`config.mk`:
```
export PLATFORM = sky130hd
export DESIGN_NAME = hier_fanout_dispatcher
export DESIGN_NICKNAME = d
export VERILOG_FILES = /design/src/rtl/hier_dispatch_pkg.sv /design/src/rtl/rr_credit_arbiter.sv /design/src/rtl/hier_fanout_dispatcher.sv
export SDC_FILE = /design/constraint.sdc
export NUM_CORES = 1
export LEC_CHECK = 0
export BUFFER_PORTS_ARGS = -buffer_cell sky130_fd_sc_hd__buf_2
export CORE_UTILIZATION = 59
export CTS_BUF_LIST = sky130_fd_sc_hd__clkbuf_2
export DETAILED_ROUTE_END_ITERATION = 7
export PLACE_DENSITY = 0.89
export SLEW_MARGIN = 25
export SYNTH_ARGS = -nofsm -noshare
export SYNTH_HDL_FRONTEND = slang
export SYNTH_SLANG_ARGS = --single-unit
```
`constraint.sdc`:
```
create_clock -name clk_i -period 4.5 [get_ports clk_i]
set_input_delay 0.45 -clock clk_i [delete_from_list [all_inputs] [get_ports clk_i]]
set_output_delay 0.45 -clock clk_i [all_outputs]
set_load 0.005 [all_outputs]
```
`src/rtl/hier_dispatch_pkg.sv`:
```
// Shared types and defaults for the hierarchical fan-out dispatcher.
package hier_dispatch_pkg;

    localparam int NUM_CHILDREN_DEF = 10;
    localparam int CREDITS_DEF      = 4;
    localparam int CREDIT_W         = 4;

    typedef logic [CREDIT_W-1:0] credit_t;

    typedef enum logic [1:0] {
        IDLE   = 2'd0,
        SELECT = 2'd1,
        SEND   = 2'd2
    } state_e;

endpackage

```
`src/rtl/rr_credit_arbiter.sv`:
```
// Combinational round-robin search: first child after last_grant (wrapping) that holds credit.
module rr_credit_arbiter
    import hier_dispatch_pkg::*;
#(
    parameter int N = NUM_CHILDREN_DEF,
    localparam int IDX_W = $clog2(N)
) (
    input  logic [IDX_W-1:0] last_grant_i,
    input  logic [N-1:0]     nonzero_i,
    output logic [N-1:0]     grant_o,
    output logic             found_o
);

    logic [IDX_W:0]   shift;
    logic [2*N-1:0]   dbl_req;
    logic [2*N-1:0]   dbl_gnt;
    logic [N-1:0]     rot_req;
    logic [N-1:0]     first_oh;
    logic             hit;

    // Rotate so that bit 0 is the child right after last_grant, pick lowest, rotate back.
    assign shift   = {1'b0, last_grant_i} + (IDX_W+1)'(1);
    assign dbl_req = {nonzero_i, nonzero_i} >> shift;
    assign rot_req = dbl_req[N-1:0];

    always_comb begin
        first_oh = '0;
        hit      = 1'b0;
        for (int j = 0; j < N; j++) begin
            if (!hit && rot_req[j]) begin
                first_oh[j] = 1'b1;
                hit         = 1'b1;
            end
        end
    end

    assign dbl_gnt = {{N{1'b0}}, first_oh} << shift;
    assign grant_o = dbl_gnt[N-1:0] | dbl_gnt[2*N-1:N];
    assign found_o = |rot_req;

endmodule

```
`src/rtl/hier_fanout_dispatcher.sv`:
```
// Accepts one word from the parent and hands it to one credit-holding child, round-robin.
//   state  | meaning
//   IDLE   | ready for a parent word, nothing held
//   SELECT | word held, searching for a child with credit
//   SEND   | out_valid raised on the chosen lane, waiting for its out_ready
module hier_fanout_dispatcher
    import hier_dispatch_pkg::*;
#(
    parameter int NUM_CHILDREN = NUM_CHILDREN_DEF,
    parameter int DATA_W       = 32,
    parameter int CREDITS      = CREDITS_DEF,
    parameter int CNT_W        = 16
) (
    input  logic                    clk_i,
    input  logic                    rst_i,
    input  logic                    in_valid_i,
    output logic                    in_ready_o,
    input  logic [DATA_W-1:0]       in_data_i,
    output logic [NUM_CHILDREN-1:0] out_valid_o,
    input  logic [NUM_CHILDREN-1:0] out_ready_i,
    output logic [DATA_W-1:0]       out_data_o,
    input  logic [NUM_CHILDREN-1:0] credit_return_i,
    output logic                    idle_o,
    output logic [CNT_W-1:0]        dispatch_cnt_o,
    output logic                    credit_err_o
);

    localparam int      IDX_W    = $clog2(NUM_CHILDREN);
    localparam credit_t CRED_MAX = credit_t'(CREDITS);

    state_e                  state_q;
    logic                    in_ready_q;
    logic                    idle_q;
    logic [NUM_CHILDREN-1:0] out_valid_q;
    logic [DATA_W-1:0]       hold_q;
    logic [IDX_W-1:0]        last_grant_q;
    logic [IDX_W-1:0]        sel_q;
    logic [CNT_W-1:0]        cnt_q;
    credit_t                 credit_q [NUM_CHILDREN];
    credit_t                 credit_d [NUM_CHILDREN];
    logic                    err_q;
    logic                    err_d;

    logic [NUM_CHILDREN-1:0] nonzero;
    logic [NUM_CHILDREN-1:0] grant;
    logic                    found;
    logic [IDX_W-1:0]        grant_idx;
    logic                    transfer;
    logic [NUM_CHILDREN-1:0] dispatch_vec;

    always_comb begin
        nonzero = '0;
        for (int i = 0; i < NUM_CHILDREN; i++) begin
            nonzero[i] = (credit_q[i] != '0);
        end
    end

    rr_credit_arbiter #(.N(NUM_CHILDREN)) u_arb (
        .last_grant_i (last_grant_q),
        .nonzero_i    (nonzero),
        .grant_o      (grant),
        .found_o      (found)
    );

    always_comb begin
        grant_idx = '0;
        for (int j = 0; j < NUM_CHILDREN; j++) begin
            if (grant[j]) grant_idx = IDX_W'(j);
        end
    end

    assign transfer     = (state_q == SEND) && |(out_valid_q & out_ready_i);
    assign dispatch_vec = transfer ? out_valid_q : '0;

    always_ff @(posedge clk_i) begin
        if (rst_i) begin
            state_q      <= IDLE;
            in_ready_q   <= 1'b0;
            idle_q       <= 1'b1;
            out_valid_q  <= '0;
            hold_q       <= '0;
            last_grant_q <= IDX_W'(NUM_CHILDREN - 1);
            sel_q        <= '0;
            cnt_q        <= '0;
        end else begin
            case (state_q)
                IDLE: begin
                    in_ready_q <= 1'b1;
                    if (in_valid_i && in_ready_q) begin
                        hold_q     <= in_data_i;
                        in_ready_q <= 1'b0;
                        idle_q     <= 1'b0;
                        state_q    <= SELECT;
                    end
                end
                SELECT: begin
                    if (found) begin
                        sel_q       <= grant_idx;
                        out_valid_q <= grant;
                        state_q     <= SEND;
                    end
                end
                SEND: begin
                    if (transfer) begin
                        last_grant_q <= sel_q;
                        cnt_q        <= cnt_q + CNT_W'(1);
                        out_valid_q  <= '0;
                        in_ready_q   <= 1'b1;
                        idle_q       <= 1'b1;
                        state_q      <= IDLE;
                    end
                end
                default: begin
                    out_valid_q <= '0;
                    in_ready_q  <= 1'b0;
                    idle_q      <= 1'b1;
                    state_q     <= IDLE;
                end
            endcase
        end
    end

    // Return and dispatch on the same lane cancel; a return into a full counter is an error.
    always_comb begin
        err_d = err_q;
        for (int i = 0; i < NUM_CHILDREN; i++) begin
            credit_d[i] = credit_q[i];
            if (credit_return_i[i] && !dispatch_vec[i]) begin
                if (credit_q[i] == CRED_MAX) err_d = 1'b1;
                else                         credit_d[i] = credit_q[i] + credit_t'(1);
            end else if (dispatch_vec[i] && !credit_return_i[i]) begin
                credit_d[i] = credit_q[i] - credit_t'(1);
            end
        end
    end

    always_ff @(posedge clk_i) begin
        if (rst_i) begin
            for (int i = 0; i < NUM_CHILDREN; i++) credit_q[i] <= CRED_MAX;
            err_q <= 1'b0;
        end else begin
            credit_q <= credit_d;
            err_q    <= err_d;
        end
    end

    assign in_ready_o     = in_ready_q;
    assign idle_o         = idle_q;
    assign out_valid_o    = out_valid_q;
    assign out_data_o     = hold_q;
    assign dispatch_cnt_o = cnt_q;
    assign credit_err_o   = err_q;

endmodule
```
**Word level (Yosys, flattened, before mapping)**

Cells that the tools add are included.

- $add $sub $neg: 22
- $mul: 0
- Div/mod/pow operators: 0
- Magnitude comparators: 0
- Equality and inequality tests: 25
- Shifts and indexed selects: 2
- Muxes and demuxes: 90
- Bitwise operators: 4
- Reductions and logical operators: 100

Operators with widths:

| operator | count |
|---|---|
| 4-bit two-way mux | 38 |
| 1-bit two-way mux | 42 |
| 4-bit by 1-bit adder with 4-bit output (second input constant) | 10 |
| 4-bit by 3-bit == test with 1-bit output (second input constant) | 10 |
| 4-bit nonzero test | 10 |
| 4-bit by 1-bit subtractor with 4-bit output (second input constant) | 10 |
| 1-bit logical AND | 31 |
| 10-bit two-way mux | 3 |
| 10-bit case mux with 3 select lines | 1 |
| 1-bit zero test | 29 |
| 2-bit AND reduction | 14 |
| 2-bit inequality test (second input constant) | 13 |
| 2-bit nonzero test | 10 |
| 10-bit OR reduction | 2 |
| 10-bit by 5-bit left shift with 20-bit output | 1 |
| 20-bit by 5-bit >> shifter with 10-bit output | 1 |
| 16-bit by 1-bit adder with 16-bit output (second input constant) | 1 |
| 10-bit bitwise AND | 1 |
| 10-bit OR | 1 |
| 3-bit AND reduction | 3 |
| 2-bit two-way mux | 3 |
| 1-bit case mux with 3 select lines | 2 |
| 2-bit case mux with 3 select lines | 1 |
| 4-bit by 1-bit adder with 5-bit output (second input constant) | 1 |
| 4 further kinds | 5 |

- Bits in registers: 111
- Bits in latches: 0
- RAM bits: 0
- Bits in read-only memories: 0
- Output and inout bits: 61
- Memories: 0

**Depth between registers and ports, before layout**

- Word-level depth: 41
- Mapped depth: 15
- Depth with buffers taken out: 14

**By module**

A second synthesis with hierarchy kept.

- Cells, all modules: 921
- Area, all modules: 7,614.8 um2

By module, submodules not included:

| module | times used | cells an instance | area an instance (um2) | seq. area each (um2) |
|---|---|---|---|---|
| hier_fanout_dispatcher | 1 | 658 | 5,674.2 | 2,222.1 |
| rr_credit_arbiter | 1 | 263 | 1,940.6 | 0.0 |

**Worst setup path before layout**

Ideal clock, no wire load.

- Path type: reg-to-reg
- Start: reg credit_q[16] in the netlist's numbering
- End: reg sel_q[1]
- Setup time: 0.075 ns
- Arrival time: 3.319 ns
- Slack: 1.106 ns
- Stages on the path, launching flop included: 13
- Clock period less this slack: 3.394 ns
- Cells stage by stage: dfxtp_1 -> or4_1 -> mux4_1 -> o32ai_1 -> nor2_2 -> or4b_4 -> buf_6 -> nor3_4 -> a31oi_1 -> o32a_1 -> o21ai_2 -> a211oi_2 -> a22oi_2

- Word-level cells in the longest chain between the ends: 40

RTL lines:

| what | RTL line | text |
|---|---|---|
| from (decl) | hier_fanout_dispatcher.sv:39 | `credit_t credit_q [NUM_CHILDREN];` |
| from (signal assigned) | hier_fanout_dispatcher.sv:142 | `credit_q <= credit_d;` |
| 4-bit nonzero test (*) | hier_fanout_dispatcher.sv:54 | `nonzero[i] = (credit_q[i] != '0);` |
| 20-bit by 5-bit >> shifter with 10-bit output (*) | rr_credit_arbiter.sv:23 | `assign dbl_req = {nonzero_i, nonzero_i} >> shift;` |
| 1-bit two-way mux | rr_credit_arbiter.sv:30 | `if (!hit && rot_req[j]) begin` |
| 1-bit zero test | rr_credit_arbiter.sv:30 |  |
| 1-bit logical AND | rr_credit_arbiter.sv:30 |  |
| 1-bit two-way mux | rr_credit_arbiter.sv:30 |  |
| 1-bit zero test | rr_credit_arbiter.sv:30 |  |
| 1-bit logical AND | rr_credit_arbiter.sv:30 |  |
| [... 17 more ...] | n/a |  |
| 1-bit logical AND | rr_credit_arbiter.sv:30 |  |
| 1-bit two-way mux | rr_credit_arbiter.sv:30 |  |
| 1-bit zero test | rr_credit_arbiter.sv:30 |  |
| 1-bit logical AND | rr_credit_arbiter.sv:30 |  |
| 1-bit two-way mux | rr_credit_arbiter.sv:30 |  |
| 10-bit by 5-bit left shift with 20-bit output | rr_credit_arbiter.sv:37 | `assign dbl_gnt = {{N{1'b0}}, first_oh} << shift;` |
| 10-bit OR | rr_credit_arbiter.sv:38 | `assign grant_o = dbl_gnt[N-1:0] \| dbl_gnt[2*N-1:N];` |
| 4-bit two-way mux (8 in a row) | hier_fanout_dispatcher.sv:68 | `if (grant[j]) grant_idx = IDX_W'(j);` |
| to (signal assigned) | hier_fanout_dispatcher.sv:98 | `sel_q <= grant_idx;` |
| to (decl) | hier_fanout_dispatcher.sv:37 | `logic [IDX_W-1:0] sel_q;` |

Mark *: on every way between the ends. The rest lies on a longest branch, timed or not.
A chain may end at the register's enable or synchronous reset.

**Worst setup path in the final report**

- Start: reg credit_q[16] in the netlist's numbering
- End: reg sel_q[0]

- Word-level cells in the longest chain between the ends: 41

RTL lines:

| what | RTL line |
|---|---|
| 4-bit nonzero test (*) | hier_fanout_dispatcher.sv:54 |
| 20-bit by 5-bit >> shifter with 10-bit output (*) | rr_credit_arbiter.sv:23 |
| 1-bit two-way mux | rr_credit_arbiter.sv:30 |
| 1-bit zero test | rr_credit_arbiter.sv:30 |
| 1-bit logical AND | rr_credit_arbiter.sv:30 |
| 1-bit two-way mux | rr_credit_arbiter.sv:30 |
| 1-bit zero test | rr_credit_arbiter.sv:30 |
| 1-bit logical AND | rr_credit_arbiter.sv:30 |
| [... 18 more ...] | n/a |
| 1-bit two-way mux | rr_credit_arbiter.sv:30 |
| 1-bit zero test | rr_credit_arbiter.sv:30 |
| 1-bit logical AND | rr_credit_arbiter.sv:30 |
| 1-bit two-way mux | rr_credit_arbiter.sv:30 |
| 10-bit by 5-bit left shift with 20-bit output | rr_credit_arbiter.sv:37 |
| 10-bit OR | rr_credit_arbiter.sv:38 |
| 1-bit two-way mux | hier_fanout_dispatcher.sv:68 |
| 4-bit two-way mux (8 in a row) | hier_fanout_dispatcher.sv:68 |

Marked as above.

==> impl_metrics.env <==
export IMPL_ctsResizeCount=0
export IMPL_critPathKind="reg2reg"
export IMPL_grt_pass1_wl_um=35500
export IMPL_ys_ff_latch=111
export IMPL_wl_met3_um=2000
export IMPL_yosysWarnings=0
export IMPL_status="complete, no violations"
export IMPL_start_util_pct=61.0
export IMPL_postCtsSetupBuffers=0
export IMPL_ys_flop_type="dfxtp_1"
export IMPL_io_buffer_count=115
export IMPL_grt_pass1_vias=7175
export IMPL_post_route_period_util_pct=90.6
export IMPL_tritoncts="done"
export IMPL_nFillCells=807
export IMPL_grt_max_degree=62
export IMPL_critPathMaxFanout=13
export IMPL_synth_fp_nets=973
export IMPL_clockBufferDepth=2
export IMPL_slew_headroom_pct=46.5
export IMPL_vias_per_cell=6.46
export IMPL_setup_violations=0
export IMPL_ant_nets=0
export IMPL_clock_latency_ns=0.69
export IMPL_hold_violations=0
export IMPL_routed_top_layer="met4"
export IMPL_hp_class="in2reg"
export IMPL_final_nets=1102
export IMPL_design_area_um2=8140
export IMPL_grt_ovfl_total=0
export IMPL_min_period_ns=4.08
export IMPL_cts_buffers_inserted=9
export IMPL_cp_cell_sequence="or4_1 -> mux4_1 -> a22oi_1 -> and2_1 -> nand2_1 -> a2111oi_2 -> a31oi_1 -> a2111oi_2 -> nand4b_1 -> o31a_1"
export IMPL_setup_tns_ns=0
export IMPL_worstMarginPinSlew_ns=0.801
export IMPL_drive_above_1_share_pct=17.7
export IMPL_end_kind="flip-flop"
export IMPL_gp_congestion=0.952
export IMPL_async_reset_ff_share_pct=0
export IMPL_syn_cell_area_um2=6990
export IMPL_yosysSeqAreaShare_pct=31.8
export IMPL_drtIter0Drc=720
export IMPL_antenna_found_initial=0
export IMPL_dr_pass1_iters=5
export IMPL_p_leak_nw=3.29
export IMPL_root_buffer="clkbuf_2"
export IMPL_die_h_um=111
export IMPL_ys_types=76
export IMPL_wl_um=21900
export IMPL_slowest_delay_ns=0.63
export IMPL_htreeDepth=3
export IMPL_skew_ns=0.0656
export IMPL_dr_wl_met2_um=10000
export IMPL_cp_slowest_cell="mux4_1"
export IMPL_ir_drop_uv=451
export IMPL_drt_met1_wl_um=8710
export IMPL_grt_usage_pct=35.5
export IMPL_cts_clk_slew_worst_paths_ns=0.36
export IMPL_rsz0062_at_grt="false"
export IMPL_cts_sinks=111
export IMPL_core_area_um2=11500
export IMPL_drcViolationCount=0
export IMPL_drv_slew=0
export IMPL_routedWlPerCell_um=18.8
export IMPL_max_freq_ghz=0.245
export IMPL_dieArea_um2=12300
export IMPL_cp_start_kind="flip-flop"
export IMPL_place_area_um2=7710
export IMPL_n_antenna_cell=0
export IMPL_synth_edf_count=0
export IMPL_hpwl_um=14100
export IMPL_crit_path_frequent_cell="a2111oi_2"
export IMPL_rows=39
export IMPL_critical_path_required_ns=5.10
export IMPL_power_density_nw_per_um2=407
export IMPL_syn2layout_area_growth_pct=16.4
export IMPL_num_vias=7512
export IMPL_syn_area_per_cell_um2=7.89
export IMPL_arrival_ns=4.68
export IMPL_max_cap_violations=0
export IMPL_boundaryPins=116
export IMPL_die_w_um=111
export IMPL_synthCells=886
## sequential cells by signal (all words and copies together), names as in the netlist
name / count
credit_q: 40
out_data_o: 32
dispatch_cnt_o: 16
out_valid_o: 10
last_grant_q: 4
sel_q: 4
state_q: 2
credit_err_o: 1
idle_o: 1
in_ready_o: 1
## synthesized netlist by cell type (17+ instances only)
cell        n  area share (%)
dfxtp_1   111              32
ha_1       22             3.9
nand3_1    29             2.1
xnor2_1    39             4.9
o21ai_0    25             1.8
clkbuf_1   39             2.1
nor2_1     97             5.2
a21oi_1    63             4.5
a22oi_1    18             1.9
nor3_1     23             1.6
nand2_1   156             8.4
mux2i_1    17             2.4
## layout by cell type, fill, tap and decap left out, types with 13 or more instances in the layout
cell type      synthesis  layout
nand3_1               29      29
nand2_1              156     156
dfxtp_1              111     111
a21oi_1               63      63
a31oi_1               13      13
dlygate4sd3_1          0      31
mux2i_1               17      17
nor4_1                16      16
buf_2                  6     114
o21ai_0               25      25
a22oi_1               18      18
nor2_1                97      96
buf_4                  0      20
xor2_1                16      16
xnor2_1               39      39
nor3_1                23      22
nand2b_1              16      16
ha_1                  22      22
## worst max-delay path: cells and delay by family, from the launching register on
kind             cells  cell delay [ns]
multiplexers         1             0.63
AND/OR/NAND/NOR      4             1.45
flip-flops           1             0.45
AO/OA/AOI/OAI        5             1.47
## timing repair
| item | in CTS | in global routing |
|---|---|---|
| endpoints found under the setup margin | 0 | 0 |
| hold endpoints to repair | 31 | 0 |
| hold buffers | 31 | 0 |
## report_power, final
group	switching, mW	internal, mW	leakage [nW]
clock network	0.383	0.0933	0.0739
registers	0.224	1.14	0.902
logic	0.824	0.649	2.32
total	1.43	1.88	3.29
## metal layers
metal | vias up | global-route usage (%)
met5 | - | 0
met4 | 0 | 20.6
met3 | 119 | 7.98
met2 | 467 | 56.3
met1 | 3464 | 44.4
li1 | 3462 | -
## final cells by class
| cell class | count | area, µm² | area share, % |
|---|---|---|---|
| Clock buffer | 9 | 45.0 | 0.553 |
| Clock inverter | 7 | 70.1 | 0.861 |
| Sequential cell | 111 | 2220 | 27.3 |
| Timing Repair Buffer | 165 | 1030 | 12.7 |
| Inverter | 7 | 26.3 | 0.323 |
| Multi-Input combinational cell | 721 | 4570 | 56.1 |
| Tap cell | 143 | 179 | 2.20 |
## worst paths after layout
| kind | startpoint | to | slack, ns | cells past startpoint |
|---|---|---|---|---|
| hold reg to reg | out_data_o[2] | out_data_o[2] | 0.48 | 2 |
| setup reg to reg | credit_q[16] | sel_q[0] | 0.42 | 10 |
| hold / removal | in_data_i[31] | out_data_o[31] | 0.07 | 3 |
| setup / recovery | credit_q[16] | sel_q[0] | 0.42 | 10 |
## stage by stage
step	total power [mW]	std cells	setup WS [ns]	hold slack [ns]	utilization, %
after global placement	2.70	1116	0.672	0.438	67.3
after global routing	3.52	1163	0.250	0.0309	71.0
final	3.31	1163	0.423	0.0702	71.0
after detailed placement	2.76	1116	0.598	0.443	67.3
after floorplan	2.38	886	1.11	0.436	-
after CTS	3.25	1163	0.530	0.00499	71.0
## cell families (layout without fill, tap and decap cells)
kind of cell               Yosys count  in the layout  share of synthesized area, %
adders and majority gates           32             32                          6.80
buffers and inverters               54            188                          3.11
and+or+nand+nor                    402            402                          27.0
DFF                                111            111                          31.8
muxes                               22             22                          4.10
AOI/OAI and AO/OA                  210            210                          20.4
xor gates and xnor gates            55             55                          6.89
No activity file was read; power rests on OpenSTA's default activity.
